**src/rtl/byte_store_unit.sv**
```systemverilog
// Store-side narrowing unit: byte stores (with overflow flag) and word stores
// serialized as two little-endian byte writes. Optional macro BYTE_STORE_SAT_EN saturates overflowing bytes.
module byte_store_unit #(
   parameter int AW = 16
) (
   input  logic          clk,
   input  logic          reset_n,
   input  logic          req_valid,
   output logic          req_ready,
   input  logic          req_word,
   input  logic [AW-1:0] req_addr,
   input  logic [15:0]   req_data,
   output logic          mem_we,
   output logic [AW-1:0] mem_addr,
   output logic [7:0]    mem_wdata,
   input  logic          mem_ack,
   output logic          done,
   output logic          ovf
);

   typedef enum logic [1:0] {IDLE, LO, HI, FIN} state_t;

   state_t        state_q, state_d;
   logic          word_q, word_d;
   logic [AW-1:0] addr_q, addr_d;
   logic [15:0]   data_q, data_d;
   logic          byte_ovf;
   logic [7:0]    lo_byte;

   // Bits 15:7 must all match for the byte to sign-extend back to the word.
   assign byte_ovf = (|data_q[15:7]) & ~(&data_q[15:7]);

`ifdef BYTE_STORE_SAT_EN
   assign lo_byte = (word_q || !byte_ovf) ? data_q[7:0] : (data_q[15] ? 8'h80 : 8'h7F);
`else
   assign lo_byte = data_q[7:0];
`endif

   always_comb begin
      state_d = state_q;
      word_d  = word_q;
      addr_d  = addr_q;
      data_d  = data_q;
      unique case (state_q)
         IDLE: if (req_valid) begin
            word_d  = req_word;
            addr_d  = req_addr;
            data_d  = req_data;
            state_d = LO;
         end
         LO:   if (mem_ack) state_d = word_q ? HI : FIN;
         HI:   if (mem_ack) state_d = FIN;
         FIN:  state_d = IDLE;
         default: state_d = IDLE;
      endcase
   end

   // Outputs decode only registered state, so nothing flows from inputs to outputs.
   always_comb begin
      req_ready = 1'b0;
      mem_we    = 1'b0;
      mem_addr  = '0;
      mem_wdata = '0;
      done      = 1'b0;
      ovf       = 1'b0;
      unique case (state_q)
         IDLE: req_ready = 1'b1;
         LO: begin
            mem_we    = 1'b1;
            mem_addr  = addr_q;
            mem_wdata = lo_byte;
         end
         HI: begin
            mem_we    = 1'b1;
            mem_addr  = addr_q + AW'(1);
            mem_wdata = data_q[15:8];
         end
         FIN: begin
            done = 1'b1;
            ovf  = ~word_q & byte_ovf;
         end
         default: ;
      endcase
   end

   always_ff @(posedge clk or negedge reset_n) begin
      if (!reset_n) begin
         state_q <= IDLE;
         word_q  <= 1'b0;
         addr_q  <= '0;
         data_q  <= '0;
      end else begin
         state_q <= state_d;
         word_q  <= word_d;
         addr_q  <= addr_d;
         data_q  <= data_d;
      end
   end

endmodule

```
**config.mk**
```make
export PLATFORM = sky130hd
export DESIGN_NAME = byte_store_unit
export DESIGN_NICKNAME = d
export VERILOG_FILES = /design/src/rtl/byte_store_unit.sv
export SDC_FILE = /design/constraint.sdc
export NUM_CORES = 1
export LEC_CHECK = 0
export ABC_AREA = 1
export CAP_MARGIN = 40
export CORE_UTILIZATION = 40
export DETAILED_ROUTE_END_ITERATION = 10
export PLACE_DENSITY_LB_ADDON = 0.12
export SETUP_SLACK_MARGIN = 0.05
export SYNTH_ARGS = -nofsm -noshare
export SYNTH_HDL_FRONTEND = slang
export SYNTH_SLANG_ARGS = --single-unit
```
**constraint.sdc**
```tcl
create_clock -name clk -period 1.9 [get_ports clk]
set_clock_uncertainty 0.2 [all_clocks]
set_input_delay 0.475 -clock clk [delete_from_list [all_inputs] [get_ports clk]]
set_output_delay 0.475 -clock clk [all_outputs]
set_load 0.005 [all_outputs]
```
==> metrics list <==
- Startpoint of the worst-slack reg-to-reg timing path: state_q[0]$_DFFE_PN0P_
* Clock H-tree levels: 2
- Syn-to-layout area delta: 93.62%
* Vias in the first global route: 2,550
- Antenna violations before repair: 0
- Root buffer selected by CTS: clkbuf_8
- For this run, design rule violations remaining after detail routing come to 0.
- After layout, the worst setup slack is -685.8 ps.
* Part of the power in combinational logic: 0.720
* Final wirelength: 8895 um
- The worst-case IR drop observed on VDD is 1187 uV.
- The worst path in the final design needs a cycle of 2586 ps, including I/O delays and setup.
- Of the total power, the clock network draws 0.090.
- Timing analysis after detailed placement gives a worst setup slack of -557.6 ps.
- Critical Path Source Type: flop
* Syn_nets: 300
- Clock tree from TritonCTS: yes
* Detailed Routing Iterations Pass 1: 4
* Finished Core Util: 0.8321
- The share of total power dissipated in sequential elements is 0.190.
- Number of nets still failing antenna checks after routing: 0
- For this configuration, the core starts out at a cell density of 0.4297.
- Summed over all cells, the static leakage comes to 1.894 nW.
* IO Pins: 65
- CTS Hold Buffers Added: 0
* Element type at the critical path end: primary output
- After routing the design area is 0.004060 mm^2.
- The floorplan has 25 rows.
- Core Footprint: 0.004880 mm^2
* Most common cell after layout, fill and taps aside: buf_4
* Final sum of negative setup slack: -12,520 ps
* CTS max path bufs: 2
* Setup repair after global routing missed its margin: true
- Routability congestion estimate from global placement: 0.8618
- Global-route wire length before repair: 11,430 um
- Most used cells in the layout excluding fill and tap cells: buf_4, nand2_1, clkdlybuf4s50_1, dfrtp_1, buf_6
- Violated checks: setup timing
* Slack of the worst reg-to-reg path: 0 ps
- # Max-Cap Violations: 0
- Detailed Place HPWL: 4391 um
* Number of DRC violations after detailed-routing iteration 0: 158
- Tot GR Track Use: 0.2774
- Via-to-Cell Ratio: 5.402
- Setup violations remaining at the end of the flow were counted as 27.
- Clock insertion delay at the later pin of the skew report: 290 ps
- Clk sink count: 35
- Die span in y: 74.41 um
- Count of flip-flops with a built-in enable after synthesis: 0
- In the final routed layout, each cell accounts on average for 18.53 um.
- Input and output buffers added on the ports amount to 64.
- Cell area after placement: 0.003294 mm^2
* Synthesized flop and latch total: 35
* Worst Path Arrival: 1910 ps
* Worst r2r path cells: 8
* Number of antenna diodes: 0
* Hold Path Class: flop to flop
* DR vias: 2,593
- Width of the die: 74.41 um
* Number of filler cells placed in the layout: 284
* Remaining max-slew budget at the tightest pin: 0.6595
- Cell count after placement: 437
- The endpoint identified for the worst register-to-register timing path is state_q[0]$_DFFE_PN0P_.
* Yosys cell types: 28
- The flow ran to the end, but the final reports show violations.
* Share of post-route cells with drive strength above 1: 0.5763
- The finished layout holds 480 standard cells, fillers aside.
* Pin count of the biggest net entering global routing: 36
- Average size of a mapped cell: 8.128 um^2
* P_int: 4.439 mW
- Total power after layout: 7.883 mW
- Start point of the critical path: addr_q[0]$_DFFE_PN0P_
- Clock buffers created by TritonCTS: 5
* Count of final max-slew check failures: 0
- Aggregate global routing overflow: 0
- In this run the power spent charging and discharging nets is 3.444 mW.
- At the pin with the least slew margin, the transition time is 506.8 ps.
* Post-Syn Area: 0.002097 mm^2
- Die Footprint: 0.005536 mm^2
- Counting flops with an async set or reset pin after synthesis yields a share of 1.000.
- Post-route clock period utilization: 1.361
- Area of the multi-input gates: 0.001488 mm^2
* Final Hold Violating Endpoints: 0
* Switching Fraction: 0.4369
* Min Hold Slack: 308.7 ps
* Power density over cell area: 1941 mW/mm^2
- Yosys warning count: 0
- Number of instances in the synthesized netlist: 258
* Most used flip-flop cell after synthesis: dfrtp_1
- Area used by sequential logic in the layout: 878.3 um^2
- The share of the Yosys chip area taken by registers is 0.4177.
- For this run, the top clock speed supported by timing is 0.3867 GHz.
- Following the worst setup path forward leads to its endpoint at mem_addr[15].
* Layout Nets: 454
- By startpoint and endpoint, the worst setup path is classified as flop to primary output.
* Required time reported for the critical path endpoint: 1220 ps
- Max Fanout on Critical Path: 4
- After clock tree synthesis, the clock-pin slew on the worst setup and hold paths is 90 ps.
cell type report:
| type | instances | area share |
|---|---|---|
| Timing Repair Buffer | 157 | 0.3464 |
| Sequential cell | 35 | 0.2163 |
| Clock buffer | 5 | 0.01695 |
| Tap cell | 67 | 0.02065 |
| Inverter | 21 | 0.02188 |
| Clock inverter | 3 | 0.01140 |
| Multi-Input combinational cell | 192 | 0.3664 |
what timing repair did:
item	4_1_cts	5_1_grt
resized for setup	187	55
setup buffers	27	15
pin swaps	32	37
endpoints found under the setup margin	28	30
synthesized netlist by cell type, types with 2 or more instances:
master / n / share of area
buf_2: 5 / 0.012
o22ai_1: 2 / 0.0060
nor2_2: 3 / 0.0090
o211ai_1: 3 / 0.011
clkbuf_1: 4 / 0.0072
mux2_2: 24 / 0.13
dfrtp_1: 35 / 0.42
ha_1: 5 / 0.030
nor2_1: 27 / 0.048
nand4_1: 2 / 0.0060
inv_1: 20 / 0.036
o21ai_0: 7 / 0.017
nand3_1: 12 / 0.029
a21oi_1: 29 / 0.069
nand2_1: 65 / 0.12
a21oi_2: 3 / 0.013
critical path, stage by stage, from the launching register on:
cell,delay (ps)
dfrtp_1,470
buf_6,160
inv_1,60
nor2_2,120
nand2_2,90
nor2_4,150
buf_6,110
nand3_1,100
nand2_1,160
a21oi_2,70
buf_2,120
power by group through the flow:
stage / registers (mW) / logic, mW / clock network (mW)
after floorplan: 1.41 / 1.98 / 0
after global placement: 1.41 / 3.83 / 0
after detailed placement: 1.42 / 3.89 / 0
after CTS: 1.43 / 4.74 / 0.710
after global routing: 1.53 / 6.00 / 0.748
final: 1.50 / 5.68 / 0.710
logic make-up (layout without fill, tap and decap cells):
| logic type | after synthesis | after routing | synth area share |
|---|---|---|---|
| multiplexers | 24 | 24 | 0.1289 |
| XOR/XNOR | 1 | 1 | 0.004177 |
| flip-flops | 35 | 35 | 0.4177 |
| adder cells (fa/ha/maj) | 5 | 5 | 0.02983 |
| AND/OR/NAND/NOR | 115 | 115 | 0.2303 |
| buffers and inverters | 31 | 186 | 0.06205 |
| AO/OA/AOI/OAI | 47 | 47 | 0.1271 |
flip-flops by register name (all words and copies together), names as in the netlist:
| register | flops |
|---|---|
| addr_q | 16 |
| data_q | 16 |
| state_q | 2 |
| word_q | 1 |
routing by layer:
layer  share of wire  GRT usage  up-vias
li1                -          -     1166
met1            0.38     0.3282     1253
met2            0.51     0.4915      140
met3           0.074    0.06098       34
met4           0.039     0.1027        0
met5               0          0        -
worst min path at each step:
stage                          start                     to  slack (ps)  cells after the start
3_3_place_gp   data_q[0]$_DFFE_PN0P_  data_q[0]$_DFFE_PN0P_         290                      1
6_report       data_q[1]$_DFFE_PN0P_  data_q[1]$_DFFE_PN0P_         310                      1
4_1_cts        data_q[1]$_DFFE_PN0P_  data_q[1]$_DFFE_PN0P_         310                      1
2_1_floorplan                reset_n  addr_q[0]$_DFFE_PN0P_         -20                      0
3_5_place_dp   data_q[1]$_DFFE_PN0P_  data_q[1]$_DFFE_PN0P_         290                      1
5_1_grt        data_q[1]$_DFFE_PN0P_  data_q[1]$_DFFE_PN0P_         320                      1
(Power assumes the default switching activity.)
